## src/rtl/store_align_buffer_pkg.sv

```systemverilog
// Shared definitions for the store alignment buffer.
// Size encoding and byte-lane helpers.
package store_align_buffer_pkg;

    typedef enum logic [1:0] {
        SIZE_B = 2'b00,
        SIZE_H = 2'b01,
        SIZE_W = 2'b10,
        SIZE_D = 2'b11
    } size_e;

    localparam int BYTE_BITS = 8;

    function automatic int lane_count(input int data_width);
        return data_width / BYTE_BITS;
    endfunction

    localparam int DEF_LANES = lane_count(32);

endpackage

```

## src/rtl/store_lane_align.sv

```systemverilog
// Combinational store lane alignment: misalign check,
// byte-enable generation and data lane placement.
module store_lane_align
    import store_align_buffer_pkg::*;
#(
    parameter int DATA_WIDTH = 32,
    parameter int ADDR_WIDTH = 32
) (
    input  logic                    in_valid,
    input  logic [ADDR_WIDTH-1:0]   in_addr,
    input  logic [1:0]              in_size,
    input  logic [DATA_WIDTH-1:0]   in_data,
    output logic                    misalign,
    output logic [ADDR_WIDTH-1:0]   line_addr,
    output logic [DATA_WIDTH/8-1:0] strobe,
    output logic [DATA_WIDTH-1:0]   data
);

    localparam int LANES = lane_count(DATA_WIDTH);
    localparam int OFFW  = $clog2(LANES);

    size_e            size;
    logic [OFFW-1:0]  off;
    logic [3:0]       nbytes;
    logic             bad;

    assign size   = size_e'(in_size);
    assign off    = in_addr[OFFW-1:0];
    assign nbytes = 4'd1 << in_size;

    always_comb begin
        bad = 1'b0;
        unique case (1'b1)
            size == SIZE_B: bad = 1'b0;
            size == SIZE_H: bad = in_addr[0];
            size == SIZE_W: bad = |in_addr[1:0];
            size == SIZE_D: bad = (|in_addr[2:0]) || (LANES < 8);
            default:        bad = 1'b0;
        endcase
    end

    assign misalign  = in_valid && bad;
    assign line_addr = {in_addr[ADDR_WIDTH-1:OFFW], {OFFW{1'b0}}};

    // Lane g takes source byte (g - off) when it falls inside the access.
    for (genvar g = 0; g < LANES; g++) begin : g_lane
        logic [OFFW-1:0] idx;
        assign idx = OFFW'(g) - off;
        assign strobe[g] = (OFFW'(g) >= off) &&
                           ({{(4-OFFW){1'b0}}, idx} < nbytes);
        assign data[g*8 +: 8] = strobe[g] ?
                                in_data[{idx, 3'b000} +: 8] : 8'h00;
    end

endmodule

```

## src/rtl/store_align_buffer.sv

```systemverilog
// Store buffer: aligns incoming stores to bus lanes and
// queues them in FIFO order for issue to the memory bus.
module store_align_buffer
    import store_align_buffer_pkg::*;
#(
    parameter int DATA_WIDTH = 32,
    parameter int DEPTH      = 2,
    parameter int ADDR_WIDTH = 32
) (
    input  logic                         clk,
    input  logic                         resetn,
    input  logic                         in_valid,
    output logic                         in_ready,
    input  logic [ADDR_WIDTH-1:0]        in_addr,
    input  logic [1:0]                   in_size,
    input  logic [DATA_WIDTH-1:0]        in_data,
    output logic                         misalign,
    output logic                         out_valid,
    input  logic                         out_ready,
    output logic [ADDR_WIDTH-1:0]        out_addr,
    output logic [DATA_WIDTH/8-1:0]      out_strobe,
    output logic [DATA_WIDTH-1:0]        out_data,
    input  logic                         flush,
    output logic [$clog2(DEPTH+1)-1:0]   count,
    output logic                         empty
);

    localparam int LANES = lane_count(DATA_WIDTH);
    localparam int PW    = $clog2(DEPTH);
    localparam int CW    = $clog2(DEPTH+1);

    logic [ADDR_WIDTH-1:0] al_addr;
    logic [LANES-1:0]      al_strobe;
    logic [DATA_WIDTH-1:0] al_data;

    logic [ADDR_WIDTH-1:0] mem_addr   [DEPTH];
    logic [LANES-1:0]      mem_strobe [DEPTH];
    logic [DATA_WIDTH-1:0] mem_data   [DEPTH];

    logic [PW-1:0] wr_ptr;
    logic [PW-1:0] rd_ptr;
    logic          push;
    logic          pop;

    store_lane_align #(
        .DATA_WIDTH (DATA_WIDTH),
        .ADDR_WIDTH (ADDR_WIDTH)
    ) u_align (
        .in_valid  (in_valid),
        .in_addr   (in_addr),
        .in_size   (in_size),
        .in_data   (in_data),
        .misalign  (misalign),
        .line_addr (al_addr),
        .strobe    (al_strobe),
        .data      (al_data)
    );

    assign in_ready  = (count != CW'(DEPTH)) && !flush;
    assign push      = in_valid && in_ready && !misalign;
    assign empty     = (count == '0);
    assign out_valid = !empty;
    assign pop       = out_valid && out_ready;

    // Flush wins over any same-cycle push or pop.
    always_ff @(posedge clk or negedge resetn) begin
        if (!resetn) begin
            wr_ptr <= '0;
            rd_ptr <= '0;
            count  <= '0;
        end else if (flush) begin
            wr_ptr <= '0;
            rd_ptr <= '0;
            count  <= '0;
        end else begin
            if (push) wr_ptr <= wr_ptr + 1'b1;
            if (pop)  rd_ptr <= rd_ptr + 1'b1;
            count <= count + CW'(push) - CW'(pop);
        end
    end

    always_ff @(posedge clk) begin
        if (push) begin
            mem_addr[wr_ptr]   <= al_addr;
            mem_strobe[wr_ptr] <= al_strobe;
            mem_data[wr_ptr]   <= al_data;
        end
    end

    assign out_addr   = empty ? '0 : mem_addr[rd_ptr];
    assign out_strobe = empty ? '0 : mem_strobe[rd_ptr];
    assign out_data   = empty ? '0 : mem_data[rd_ptr];

endmodule

```

## config.mk

```make
export PLATFORM = sky130hd
export DESIGN_NAME = store_align_buffer
export DESIGN_NICKNAME = d
export VERILOG_FILES = /design/src/rtl/store_align_buffer_pkg.sv /design/src/rtl/store_lane_align.sv /design/src/rtl/store_align_buffer.sv
export SDC_FILE = /design/constraint.sdc
export NUM_CORES = 1
export LEC_CHECK = 0
export ABC_AREA = 1
export CORE_MARGIN = 2
export CORE_UTILIZATION = 54
export CTS_CLUSTER_SIZE = 16
export DETAILED_ROUTE_END_ITERATION = 10
export PLACE_DENSITY_LB_ADDON = 0.12
export SLEW_MARGIN = 20
export SYNTH_ARGS = -nofsm -noshare
export SYNTH_HDL_FRONTEND = slang
export SYNTH_SLANG_ARGS = --single-unit
```

## constraint.sdc

```tcl
create_clock -name clk -period 6.58 [get_ports clk]
set_input_delay 1.316 -clock clk [delete_from_list [all_inputs] [get_ports clk]]
set_output_delay 1.316 -clock clk [all_outputs]
set_load 0.02 [all_outputs]
```

* Word level (Yosys, flattened, before mapping)
Memories as Yosys holds them, arrays and structs flattened. Index checks and enable logic that the tools add are counted.
Word-level totals: register bits 4, memory bits (writable) 132, bits of input ports 71, output and inout port bits 74, logic and storage cells 62, memories 3
Operators by class: add/sub/neg operators 8, magnitude comparators 8, equality and inequality tests 4, shift-type cells 5, muxes and demuxes 15, reductions and logical operators 16
Memory list:
- mem_data | depth 2, width 32, rd ports 1, clocked after Yosys merged registers in 0, wr ports 1, line store_align_buffer.sv:38 | logic [DATA_WIDTH-1:0] mem_data [DEPTH];
- mem_addr | depth 2, width 30, rd ports 1, clocked after Yosys merged registers in 0, wr ports 1, line store_align_buffer.sv:36 | logic [ADDR_WIDTH-1:0] mem_addr [DEPTH];
- mem_strobe | depth 2, width 4, rd ports 1, clocked after Yosys merged registers in 0, wr ports 1, line store_align_buffer.sv:37 | logic [LANES-1:0] mem_strobe [DEPTH];
Operators by type and width (count):
- variable part select 32 x 6 -> 8 bit | 4
- two-way mux 32 bit | 2
- two-way mux 8 bit | 4
- less-than comparator 2 x 4 -> 1 bit | 4
- logical AND 1 bit | 9
- two-way mux 1 bit | 6
- equality test 2 bit (second input constant) | 2
- greater-or-equal comparator 1 x 2 -> 1 bit (first input constant) | 2
- greater-or-equal comparator 2 bit (first input constant) | 2
- two-way mux 4 bit | 1
- nonzero test 2 bit | 2
- left shift 1 x 2 -> 4 bit (first input constant) | 1
- subtractor 1 x 2 -> 2 bit (first input constant) | 2
- subtractor 2 bit (first input constant) | 2
- logical NOT 1 bit | 3
- one-hot mux 1 bit (3 select lines) | 1
- adder 1 bit (second input constant) | 2
- adder 2 x 1 -> 2 bit | 1
- equality test 2 x 1 -> 1 bit (second input constant) | 1
- logical NOT 2 bit | 1
- two-way mux 2 bit | 1
- != test 2 bit (second input constant) | 1
- OR reduction 2 bit | 1
- subtractor 2 x 1 -> 2 bit | 1

* Depth between registers and ports, before layout
depth in word-level cells 8, depth in mapped cells 14, mapped depth without buffers 12

* By module
From an unflattened synthesis, not the netlist that was laid out.
Second synthesis, totals: cells, all modules 675, area, all modules 6727.7 µm²
Modules (own cells, without submodules):
- store_align_buffer | times used 1, cells an instance 401, area an instance 5330.1 µm², seq. area each 4184.0 µm²
- store_lane_align | times used 1, cells an instance 274, area an instance 1397.6 µm², seq. area each 0.0 µm²

* Least setup slack after synthesis
Ideal clock, no wire load.
path kind input to register, from in in_addr[0], to mem mem_addr[1][0] in the netlist's numbering (enable), setup time 0.490 ns, arrival time 4.995 ns, data required time 6.090 ns, slack 1.095 ns, stages on the path 10, path buffers 2, path through buf_6 inv_6 buf_6 ha_1 inv_1 nand2_1 nand2_1 nand2_1 nand2_1 nor2_1
Between the ends: cells in the longest elaborated chain, start to end 7
Ends and longest elaborated chain:
- from (decl) | line store_align_buffer.sv:14 | input logic [ADDR_WIDTH-1:0] in_addr,
- OR reduction 2 bit | line store_lane_align.sv:36 | size == SIZE_W: bad = |in_addr[1:0];
- one-hot mux 1 bit (3 select lines) (*) | line store_lane_align.sv:33 | unique case (1'b1)
- logical AND 1 bit (*) | line store_lane_align.sv:42 | assign misalign = in_valid && bad;
- logical NOT 1 bit (*) | line store_align_buffer.sv:60 | assign push = in_valid && in_ready && !misalign;
- logical AND 1 bit (*) | line store_align_buffer.sv:60
- two-way mux 1 bit (*) | line store_align_buffer.sv:83 | if (push) begin
- two-way mux 1 bit (implied by the code) (*) | line store_align_buffer.sv:84 | mem_addr[wr_ptr] <= al_addr;
- to (decl) | line store_align_buffer.sv:36
Every way passes the cells marked *; elsewhere a longest branch is shown, timed or not.

* Worst setup path after layout
from in in_addr[1], to out misalign
Between the ends: cells in the longest elaborated chain, start to end 3
Ends and longest elaborated chain:
- OR reduction 2 bit | line store_lane_align.sv:36
- one-hot mux 1 bit (3 select lines) | line store_lane_align.sv:33
- logical AND 1 bit | line store_lane_align.sv:42
- to (decl) | line store_align_buffer.sv:17 | output logic misalign,
No other way between the ends.

==> impl_metrics.yaml <==
sta:
  clock.fmax_mhz: 200
  tightest_slew_ns: 0.933
  fin_skew_ns: 0.00956
  slew_violations: 0
  tns_ns: 0
  rsz0062_at_grt: "false"
  fin_crit_ns: 4.99
  max_slew_margin_pct: 37.8
  setup_viol: 0
  hold_viol_final: 0
  finalCritPeriodShare_pct: 75.9
logic_synthesis:
  avgSynthCellArea_um2: 10.7
  synthesis.area_um2: 6350
  seq_area_frac_synth_pct: 64.0
  syn_inst: 591
  ys_warn_count: 0
  synth.top_cell.area_share_pct: 62.5
  ys.flop_type: "edfxtp_1"
  synth_area_leaders: "edfxtp_1 (62%), nand2_1 (11%), a21oi_1 (5.3%)"
  ys_ff_latch: 136
  async_flop_share_pct: 2.94
  synth_top_area_cell: "edfxtp_1"
  synth_edf_count: 132
  synth_cell_types: 29
detailed_routing:
  drcViolationCount: 0
  wl_met1_mm: 6.44
  dr.first_iter.drc_count: 318
  dr.pass1.iters: 5
  dr_wl_met3_um: 863
  post_drt_wl_per_cell_um: 16.6
  wl_mm: 14.6
  avgViaCountPerCell: 5.20
  wl_met2_mm: 7.14
  ant_nets: 0
  top_layer: "met4"
  num_vias: 4582
floorplan:
  start_util_pct: 55.3
  io-pin-count: 145
  num_rows: 39
  die_y_um: 112
  core-area_um2: 11500
  dieArea_um2: 12600
  die_w_um: 112
global_routing:
  grt_use_total_pct: 23.7
  grt_pass1_vias: 4562
  antenna_found_initial: 0
  grt_max_degree: 69
  grt_pass1_wl_mm: 23.1
  grt_overflow: 0
finish:
  fin_nets: 805
  area_delta_synth_final_pct: 31.6
  multiInputGateArea_um2: 1880
  final_layout_size_suffix_gt1_share_pct: 8.53
  fill_cells: 805
  ff_latch_area_um2: 4070
  diodes: 0
  finish.instance_area_um2: 8350
placed_design:
  gp_congestion: 0.820
  dp_hpwl_mm: 9.87
  portBuffers: 142
  place_area_um2: 7750
worst_setup_path:
  crit_arrival_ns: 3.68
  path_buf_inv: 5
  startpoint_type: "primary input"
  cp_slowest_cell: "clkdlybuf4s50_1"
  worstSetupPathDepth: 9
  critical-path-top-delay-family: "buffers and inverters"
  cp_common_cell: "nand2_1"
  crit_type: "in2out"
  critPathMaxStageDelay_ns: 0.87
  cp_cell_sequence: "clkdlybuf4s50_1 > inv_4 > ha_1 > inv_1 > nand2_1 > nand2_1 > nand2_1 > inv_1 > clkdlybuf4s50_1"
  critPathCaptureType: "primary output"
  rr_worst_depth: 6
  cp_data_required_time_ns: 5.26
  cp_max_fo: 12
  r2r_slack_ns: 4.19
power:
  p_leak_nw: 3.22
  power_mw: 2.86
  p_per_area_nw_per_um2: 343
  ir_drop_mv: 0.253
min_path:
  holdPathStages: 2
  min_path_type: "reg2reg"
clock_network:
  clockBufferDepth: 2
  clkSlewWorstSetupHoldPaths_ns: 0.06
  cts_made_buffers: 17
  postCtsResizedCells: 0
  cts-root-buf: "clkbuf_16"
  postCtsSetupRepairBufs: 0
  clk_latency_ns: 0.41
  cts_num_sinks: 136
  htree_num_levels: 4
  cts_tree: "built"
  hold_buffers: 0
flow_run:
  cap_violations: 0
outcome:
  outcome: "complete, no violations"
cell families after synthesis:
| kind of cell | count (synthesis) | synth area share (%) |
|---|---|---|
| compound gates | 109 | 9.54 |
| xor+xnor | 2 | 0.276 |
| fa+ha+maj | 8 | 1.58 |
| buf+inv | 76 | 6.62 |
| flops | 136 | 64.0 |
| mux | 24 | 3.79 |
| other cells | 1 | 0.0591 |
| simple gates | 235 | 14.1 |
final timing paths:
path,startpoint,endpoint
worst max-delay path,in_addr[1],misalign
max in group asynchronous,resetn,rd_ptr
worst max register to register,count[1],mem_data[0][1]
worst min-delay path,wr_ptr,wr_ptr
min in group asynchronous,resetn,count[0]
worst min register to register,wr_ptr,wr_ptr
power breakdown:
| part | total [mW] | switching, mW | internal, mW |
|---|---|---|---|
| clock network | 0.918 | 0.360 | 0.558 |
| logic | 0.896 | 0.545 | 0.351 |
| registers | 1.05 | 0.0201 | 1.03 |
registers in the layout (all words and copies together), names as in the netlist:
signal      flops
mem_data       64
mem_addr       60
mem_strobe      8
rd_ptr          1
count           2
wr_ptr          1
cells in the final DEF (no fill, tap or decap), types with 3 or more instances in the layout:
master / instances
buf_4: 6
mux2i_1: 24
o21ai_0: 25
inv_6: 4
clkbuf_16: 17
o21ai_2: 15
dfrtp_1: 3
clkdlybuf4s50_1: 142
clkinv_2: 5
clkinv_4: 3
nand2_1: 181
ha_1: 8
edfxtp_1: 132
nor2_1: 47
a21oi_1: 67
inv_1: 37
Yosys cell counts, types with 2 or more instances:
master and number:
nand2_1 181, edfxtp_1 132, a21oi_1 67, nor2_1 48, inv_1 38, o21ai_0 25, mux2i_1 24, o21ai_2 15
buf_2 14, buf_4 10, ha_1 8, buf_6 6, dfrtp_1 4, clkbuf_1 2, nand2_2 2, nand3_1 2
area by class of cell:
| cell class | instances | share of cell area (%) |
|---|---|---|
| clock buffers | 17 | 5.09 |
| clock inverters | 15 | 1.81 |
| inverters | 42 | 1.99 |
| multi-input cells | 380 | 22.5 |
| flip-flops and latches | 136 | 48.7 |
| well taps | 143 | 2.14 |
| repair buffers | 149 | 17.8 |
worst min-delay path, stage by stage, from the launching register on:
cell and delay (ns):
dfrtp_1 0.36, nand3_1 0.08, nand2_1 0.06
metrics by stage:
step	util, %	std cells	setup slack (ns)	hold WS (ns)
2_1_floorplan	-	592	1.10	0.471
3_3_place_gp	67.6	849	1.61	0.493
3_5_place_dp	67.6	849	1.60	0.501
4_1_cts	72.6	881	1.59	0.516
5_1_grt	72.8	882	1.45	0.553
6_report	72.8	882	1.59	0.527
layer usage:
layer / global-route usage [%] / vias to the layer above
met2: 38.6 / 159
met5: 0 / -
met3: 6.43 / 14
li1: - / 2277
met4: 6.99 / 0
met1: 31.7 / 2132
Power figures use the tool's default switching activity.
